===== config.mk =====
export PLATFORM = sky130hd
export DESIGN_NAME = super_i3_bch_outer_encoder
export DESIGN_NICKNAME = d
export VERILOG_FILES = /design/src/rtl/super_i3_bch_outer_types.sv /design/src/rtl/super_i3_bch_outer_enc_lfsr.sv /design/src/rtl/super_i3_bch_outer_encoder.sv
export SDC_FILE = /design/constraint.sdc
export NUM_CORES = 2
export LEC_CHECK = 0
export CORE_UTILIZATION = 55
export CTS_CLUSTER_DIAMETER = 50
export CTS_CLUSTER_SIZE = 40
export DETAILED_ROUTE_END_ITERATION = 10
export GPL_ROUTABILITY_DRIVEN = 0
export HOLD_SLACK_MARGIN = 0.02
export PLACE_DENSITY = 0.86
export SYNTH_ARGS = -nofsm -noshare
export SYNTH_HDL_FRONTEND = slang
export SYNTH_HIERARCHICAL = 1
export SYNTH_SLANG_ARGS = --single-unit

===== constraint.sdc =====
create_clock -name iclk -period 13.7 [get_ports iclk]
set_clock_uncertainty 0.1 [all_clocks]
set_input_delay 2.055 -clock iclk [delete_from_list [all_inputs] [get_ports iclk]]
set_output_delay 2.055 -clock iclk [all_outputs]
set_load 0.05 [all_outputs]

===== src/rtl/super_i3_bch_outer_types.sv =====
// Shared I.3 outer BCH(3860,3824) types, sizes and the generator polynomial.
// cGEN_POLY is built at elaboration from the minimal polynomials of alpha, alpha^3, alpha^5.
package super_i3_bch_outer_types;

  localparam int cDEC_NUM = 8;
  localparam int cDAT_W   = 16;
  localparam int cM       = 12;
  localparam int cT       = 3;

  localparam logic [cM:0] cIRRPOL = 13'h1053;  // x^12 + x^6 + x^4 + x + 1

  localparam int cINFO_WORDS  = 239;
  localparam int cFRAME_WORDS = 242;
  localparam int cPAR_W       = 36;

  typedef logic [cDAT_W-1:0]          ram_dat_t;
  typedef logic [cDEC_NUM*cDAT_W-1:0] dat_t;

  typedef enum logic [2:0] {sWAIT, sDATA, sPAR0, sPAR1, sPAR2} enc_state_t;

  function automatic logic [cM-1:0] gf_mul(input logic [cM-1:0] a, input logic [cM-1:0] b);
    logic [cM-1:0] r;
    logic [cM-1:0] aa;
    r  = '0;
    aa = a;
    for (int i = 0; i < cM; i++) begin
      if (b[i]) r = r ^ aa;
      aa = aa[cM-1] ? ((aa << 1) ^ cIRRPOL[cM-1:0]) : (aa << 1);
    end
    return r;
  endfunction

  // Each minimal polynomial is the product of (x + beta^(2^k)) over its cyclotomic coset.
  function automatic logic [cPAR_W:0] gen_poly();
    logic [cM:0][cM-1:0] c;
    logic [cM-1:0]       beta;
    logic [cM:0]         mp;
    logic [cPAR_W:0]     g;
    logic [cPAR_W:0]     acc;
    g = {{cPAR_W{1'b0}}, 1'b1};
    for (int j = 0; j < cT; j++) begin
      beta = {{(cM-1){1'b0}}, 1'b1};
      for (int e = 0; e < 2*j+1; e++) beta = gf_mul(beta, 12'd2);
      c    = '0;
      c[0] = {{(cM-1){1'b0}}, 1'b1};
      for (int k = 0; k < cM; k++) begin
        for (int i = cM; i > 0; i--) c[i] = c[i-1] ^ gf_mul(c[i], beta);
        c[0] = gf_mul(c[0], beta);
        beta = gf_mul(beta, beta);
      end
      for (int i = 0; i <= cM; i++) mp[i] = c[i][0];
      acc = '0;
      for (int i = 0; i <= cM; i++) if (mp[i]) acc = acc ^ (g << i);
      g = acc;
    end
    return g;
  endfunction

  localparam logic [cPAR_W:0] cGEN_POLY = gen_poly();

endpackage


===== src/rtl/super_i3_bch_outer_enc_lfsr.sv =====
// One lane of the BCH outer encoder: 16-bit-parallel remainder update, purely combinational.
// Bit 15 of idat is the highest-degree coefficient; isop restarts from a zero remainder.
module super_i3_bch_outer_enc_lfsr
  import super_i3_bch_outer_types::*;
(
  input  logic              isop,
  input  ram_dat_t          idat,
  input  logic [cPAR_W-1:0] ip,
  output logic [cPAR_W-1:0] op
);

  logic [cPAR_W-1:0] r;
  logic              fb;

  always_comb begin
    r  = isop ? '0 : ip;
    fb = 1'b0;
    for (int b = cDAT_W-1; b >= 0; b--) begin
      fb = r[cPAR_W-1] ^ idat[b];
      r  = {r[cPAR_W-2:0], 1'b0} ^ ({cPAR_W{fb}} & cGEN_POLY[cPAR_W-1:0]);
    end
    op = r;
  end

endmodule


===== src/rtl/super_i3_bch_outer_encoder.sv =====
// I.3 outer BCH(3860,3824) encoder, 8 interleaved lanes: 239 info words in, 242-word frame out.
// Data passes with 1-cycle latency; ordy drops for the three parity cycles, iclkena freezes everything.
module super_i3_bch_outer_encoder
  import super_i3_bch_outer_types::*;
(
  input  logic iclk,
  input  logic ireset,
  input  logic iclkena,
  input  logic isop,
  input  logic ival,
  input  dat_t idat,
  output logic ordy,
  output logic osop,
  output logic oeop,
  output logic oval,
  output dat_t odat
);

  localparam logic [7:0] cCNT_LAST = 8'(cINFO_WORDS - 1);

  enc_state_t state_q, state_d;
  logic [7:0] cnt_q, cnt_d;
  logic [cDEC_NUM-1:0][cPAR_W-1:0] p_q, p_d, p_nxt;
  logic [cDEC_NUM-1:0][cDAT_W-1:0] lane_dat;
  dat_t par0, par1, par2;
  dat_t odat_d;
  logic oval_d, osop_d, oeop_d;
  logic acc;

  // Lanes are bit-interleaved in the frame; parity word 241 is lane-contiguous.
  for (genvar d = 0; d < cDEC_NUM; d++) begin : g_lane
    for (genvar i = 0; i < cDAT_W; i++) begin : g_bit
      assign lane_dat[d][i]       = idat[i*cDEC_NUM + d];
      assign par0[i*cDEC_NUM + d] = p_q[d][20 + i];
      assign par1[i*cDEC_NUM + d] = p_q[d][4 + i];
    end
    assign par2[d*cDAT_W +: cDAT_W] = {6'b0, p_q[d][3:2], 6'b0, p_q[d][1:0]};

    super_i3_bch_outer_enc_lfsr u_lfsr (
      .isop (isop),
      .idat (lane_dat[d]),
      .ip   (p_q[d]),
      .op   (p_nxt[d])
    );
  end

  assign ordy = (state_q == sWAIT) || (state_q == sDATA);
  assign acc  = ival && ordy;

  always_comb begin
    state_d = state_q;
    cnt_d   = cnt_q;
    p_d     = p_q;
    oval_d  = 1'b0;
    osop_d  = 1'b0;
    oeop_d  = 1'b0;
    odat_d  = odat;
    case (state_q)
      sWAIT, sDATA: begin
        if (acc && (isop || state_q == sDATA)) begin
          oval_d  = 1'b1;
          osop_d  = isop;
          odat_d  = idat;
          p_d     = p_nxt;
          state_d = sDATA;
          if (isop) begin
            cnt_d = 8'd1;
          end else if (cnt_q == cCNT_LAST) begin
            cnt_d   = 8'd0;
            state_d = sPAR0;
          end else begin
            cnt_d = cnt_q + 8'd1;
          end
        end
      end
      sPAR0: begin
        oval_d  = 1'b1;
        odat_d  = par0;
        state_d = sPAR1;
      end
      sPAR1: begin
        oval_d  = 1'b1;
        odat_d  = par1;
        state_d = sPAR2;
      end
      sPAR2: begin
        oval_d  = 1'b1;
        oeop_d  = 1'b1;
        odat_d  = par2;
        state_d = sWAIT;
      end
      default: state_d = sWAIT;
    endcase
  end

  always_ff @(posedge iclk or posedge ireset) begin
    if (ireset) begin
      state_q <= sWAIT;
      cnt_q   <= '0;
      p_q     <= '0;
      oval    <= 1'b0;
      osop    <= 1'b0;
      oeop    <= 1'b0;
      odat    <= '0;
    end else if (iclkena) begin
      state_q <= state_d;
      cnt_q   <= cnt_d;
      p_q     <= p_d;
      oval    <= oval_d;
      osop    <= osop_d;
      oeop    <= oeop_d;
      odat    <= odat_d;
    end
  end

  a_no_ival_when_busy: assert property (@(posedge iclk) disable iff (ireset) !(iclkena && ival && !ordy));

endmodule

# Yosys cells after proc, flatten, opt, wreduce, memory -nomap -nowiden
# Index checks and enable logic that the tools add are counted.
word_totals:
  ff_bits: 430
  out_inout_bits: 132
  word_cells: 309
op_classes:
  n_addsub: 1
  n_eq_ne: 6
  mux: 21
  bitwise_logic: 256
  reduce_logical: 11
ops:
  columns: ["op", "count"]
  rows:
  - ["36-bit by 35-bit bitwise XOR with 36-bit output", 128]
  - ["128-bit case mux with 4 select lines", 1]
  - ["36-bit 2-to-1 mux", 8]
  - ["128-bit 2-to-1 mux", 1]
  - ["1-bit bitwise XOR", 128]
  - ["8-bit 2-to-1 mux", 2]
  - ["3-bit case mux with 3 select lines", 1]
  - ["8-bit by 1-bit adder with 8-bit output (second input constant)", 1]
  - ["8-bit equality test (second input constant)", 1]
  - ["3-bit by 2-bit equality test with 1-bit output (second input constant)", 2]
  - ["3-bit AND reduction", 2]
  - ["1-bit 2-to-1 mux", 4]
  - ["2-bit 2-to-1 mux", 2]
  - ["4-bit nonzero test", 1]
  - ["3-bit by 1-bit equality test with 1-bit output (second input constant)", 1]
  - ["3-bit equality test (second input constant)", 1]
  - ["3-bit logical NOT", 1]
  - ["3-bit 2-to-1 mux", 1]
  - ["3-bit OR reduction", 1]
  - ["1-bit logical AND", 2]
  - ["1-bit logical OR", 2]
  - ["2-bit inequality test (second input constant)", 1]
  - ["1-bit case mux with 2 select lines", 1]
  - ["2-bit AND reduction", 1]
  - ["2-bit OR reduction", 1]

# Depth between registers and ports, before layout
logic_depth:
  ltp_word: 33
  depth_mapped: 10
  mapped_depth_nobuf: 8

# Hierarchy
# The synthesis kept the hierarchy.
by_module_without_submodules:
  columns: ["module", "n_inst", "cells_each", "area_per_inst_um2", "seq_area_each_um2"]
  rows:
  - ["super_i3_bch_outer_encoder", 1, 1506, 19422.4, 10760.3]
  - ["super_i3_bch_outer_enc_lfsr", 8, 214, 2411.1, 0.0]

# Worst setup path before layout
# No wires, ideal clock.
synth_path:
  path_kind: "input to register"
  from: "in idat[123]"
  to: "reg p_q[127] in the netlist's numbering"
  setup_time_ns: 0.125
  arrival_time_ns: 4.461
  required_ns: 13.475
  slack_ns: 9.014
  stages: 7
  n_path_buf: 1
  cell_sequence: "buf_4 > xor2_1 > xnor3_2 > xor2_2 > xnor3_2 > xnor3_1 > mux2_2"
synth_rtl:
  columns: ["item", "line_no", "rtl"]
  rows:
  - ["from (decl)", "super_i3_bch_outer_encoder.sv:11", "input dat_t idat,"]
  - ["to (signal assigned)", "super_i3_bch_outer_encoder.sv:108", "p_q <= p_d;"]
  - ["to (decl)", "super_i3_bch_outer_encoder.sv:23", "logic [cDEC_NUM-1:0][cPAR_W-1:0] p_q, p_d, p_nxt;"]

==> run_results.csv <==
group,metric,value,unit
status,status,"finished, final reports clean",
global_route,grt_pass1_vias,26312,
setup_path,start_kind,"input port",
synth,synth_top_cell_area_share,27.8,%
synth,synthFlopType,"dfrtp_1",
final_layout,layout.nets,3477,
setup_path,path_cells,"buf_8 -> buf_4 -> nor2b_4 -> xnor2_4 -> xnor3_2 -> xnor2_4 -> xnor3_2 -> xnor3_1 -> mux2_2",
die,io_pins,265,
synth,ys_async_sr_fraction,100,%
cts,cts_resized,0,
timing,setup_violations,0,
global_route,grt_pass1_wl,162000,µm
drt,wl_met3,7470,µm
final_layout,drive_above_1_share,19.9,%
global_route,grt_usage,29.7,%
synth,synthCells,3218,
cts,clk-insertion-delay-late,630,ps
die,initial_core_util,56.0,%
drt,routed_wl,105000,µm
global_route,antenna_found_initial,3,
synth,synthAdderAreaFrac,0.0646,%
cts,cts-hold-fix-buffers,0,
drt,detail-route-antenna-nets,0,
setup_path,worst_path_largest_cell_delay,730,ps
die,die_w,267,µm
synth,synth_top_family_by_area,"XOR/XNOR gates",
cts,cts_buffers,58,
drt,drtIter0Drc,2414,
final_layout,syn2layout_area_growth,12.3,%
die,rows,96,
drt,wl_met1,41900,µm
timing,finalSetupTns,0,ps
setup_path,worst-path-max-fanout,99,
timing,hold_ws,404,ps
cts,cts_max_level,2,
global_route,grt_max_degree,167,
setup_path,required,14110,ps
die,coreArea,69100,µm²
drt,via_per_inst,5.93,
min_path,hp-start,"odat[119]",
setup_path,crit_start,"isop",
synth,synth_compound_area_share,5.88,%
min_path,hold_class,"reg2reg",
cts,post_cts_buffers,0,
setup_path,cp.arrival,6000,ps
drt,routedWlPerCell,24.4,µm
setup_path,critPathKind,"in2reg",
timing,fmax,179,MHz
drt,maxUsedRoutingLayer,"met4",
timing,relSlewSlack,25.0,%
cts,cts_root_buffer,"clkbuf_16",
cts,cts.sinks,430,
timing,post-route-period-util,40.9,%
synth,synthesis.nets,3353,
final_layout,layout_commonest_cell,"xnor2_1",
synth,synthesis.area,38700,µm²
synth,synth-simple-area-share,6.13,%
placed_design,dp_worst_setup_slack,7550,ps
synth,synth_mux_area_share,12.4,%
synth,yosys.area.top_type,"dfrtp_1",
cts,clk_pin_slew,60,ps
final_layout,layout_common_cells,"685 x xnor2_1, 430 x dfrtp_1, 265 x mux2_2, 263 x clkdlybuf4s50_1, 248 x xnor3_1",
synth,yosysWarnings,6,
setup_path,crit_path_top_delay_cell,"buf_4",
die,dieArea,71400,µm²
timing,hold_viol_final,0,
timing,rsz0062_at_grt,"false",
synth,synthDistinctLibCells,49,
placed_design,dp_hpwl,74000,µm
drt,drc,0,
flow_run,cap_violations,0,
synth,synth_xor_area_share,44.1,%
synth,synth_edf_count,0,
synth,synth-seq-cells,430,
global_route,gr-total-overflow,0,
drt,first_pass_iters,5,
cts,clock_path_buffers,3,
setup_path,r2r-start,"state_q[2]",
drt,num_vias,25636,
placed_design,numPortBuffers,264,
synth,avgSynthCellArea,12.0,µm²
timing,drv_slew,0,
synth,synthTopCellsByArea,"dfrtp_1 28%, xnor2_1 15%, xnor3_1 14%",
timing,layout_min_cycle_time,5600,ps
setup_path,r2r_slack,10150,ps
timing,layout_setup_ws,8100,ps
drt,met2_length,51500,µm
synth,synth_seq_area_share,27.8,%
cts,cts_tree,"done",
timing,tightest_slew,1120,ps
die,dieHeight,267,µm
setup_path,crit_path_end_kind,"flop",
==> final timing paths <==
check	cells after the start	end
max	9	p_q[271]
min	1	odat[119]
max reg2reg	5	odat[115]
min reg2reg	1	odat[119]
max in group asynchronous	4	p_q[157]
min in group asynchronous	2	state_q[1]
==> Yosys cell counts (32+ instances only) <==
library cell / number
o32ai_1: 32
mux2_2: 265
xnor3_1: 248
mux2_4: 120
nor2_1: 175
xnor2_2: 32
nor2b_1: 97
xnor3_2: 32
o22ai_1: 115
dfrtp_1: 430
a21oi_1: 114
xor2_1: 232
xnor2_1: 685
buf_2: 46
o21ai_0: 99
buf_4: 49
xor3_1: 48
clkbuf_1: 90
nand2_1: 103
==> worst max-delay path: cells and delay by family <==
| family | cells | cell delay [ps] |
|---|---|---|
| xor+xnor | 5 | 2140 |
| buf+inv | 2 | 1230 |
| mux | 1 | 270 |
| simple gates | 1 | 120 |
==> through the flow <==
step	area (µm²)	instances	util (%)
after CTS	43500	4322	62.9
after detailed placement	41400	4213	60.0
after floorplan	38700	3218	-
after global placement	41400	4213	60.0
final	43500	4325	62.9
after global routing	43500	4325	62.9
==> sequential cells by signal, summed over array words and instances (netlist names) <==
name and flops:
state_q 3, odat 128, cnt_q 8, p_q 288
osop 1, oval 1, oeop 1
==> area by class of cell <==
class	count	area, µm²
multi-input combinational	2555	26600
fill	5142	25600
sequential	430	10800
timing repair buffer	282	2830
clock buffer	65	1530
tap	931	1160
clock inverter	44	498
inverter	15	62.6
antenna	3	7.51
==> layer usage <==
metal / global-route usage (%) / up-vias
met2: 49.0 / 1146
met1: 39.0 / 13009
met3: 4.17 / 266
met5: 0 / -
met4: 12.8 / 0
li1: - / 11215
==> cell families after synthesis <==
group	count (synthesis)
mux	386
simple gates	458
compound gates	384
fa+ha+maj	2
flops	430
buf+inv	233
xor+xnor	1325
Power is left out: the tool's default activity adds up to more than one toggle a clock period on the data nets, which glitch-free logic cannot reach.
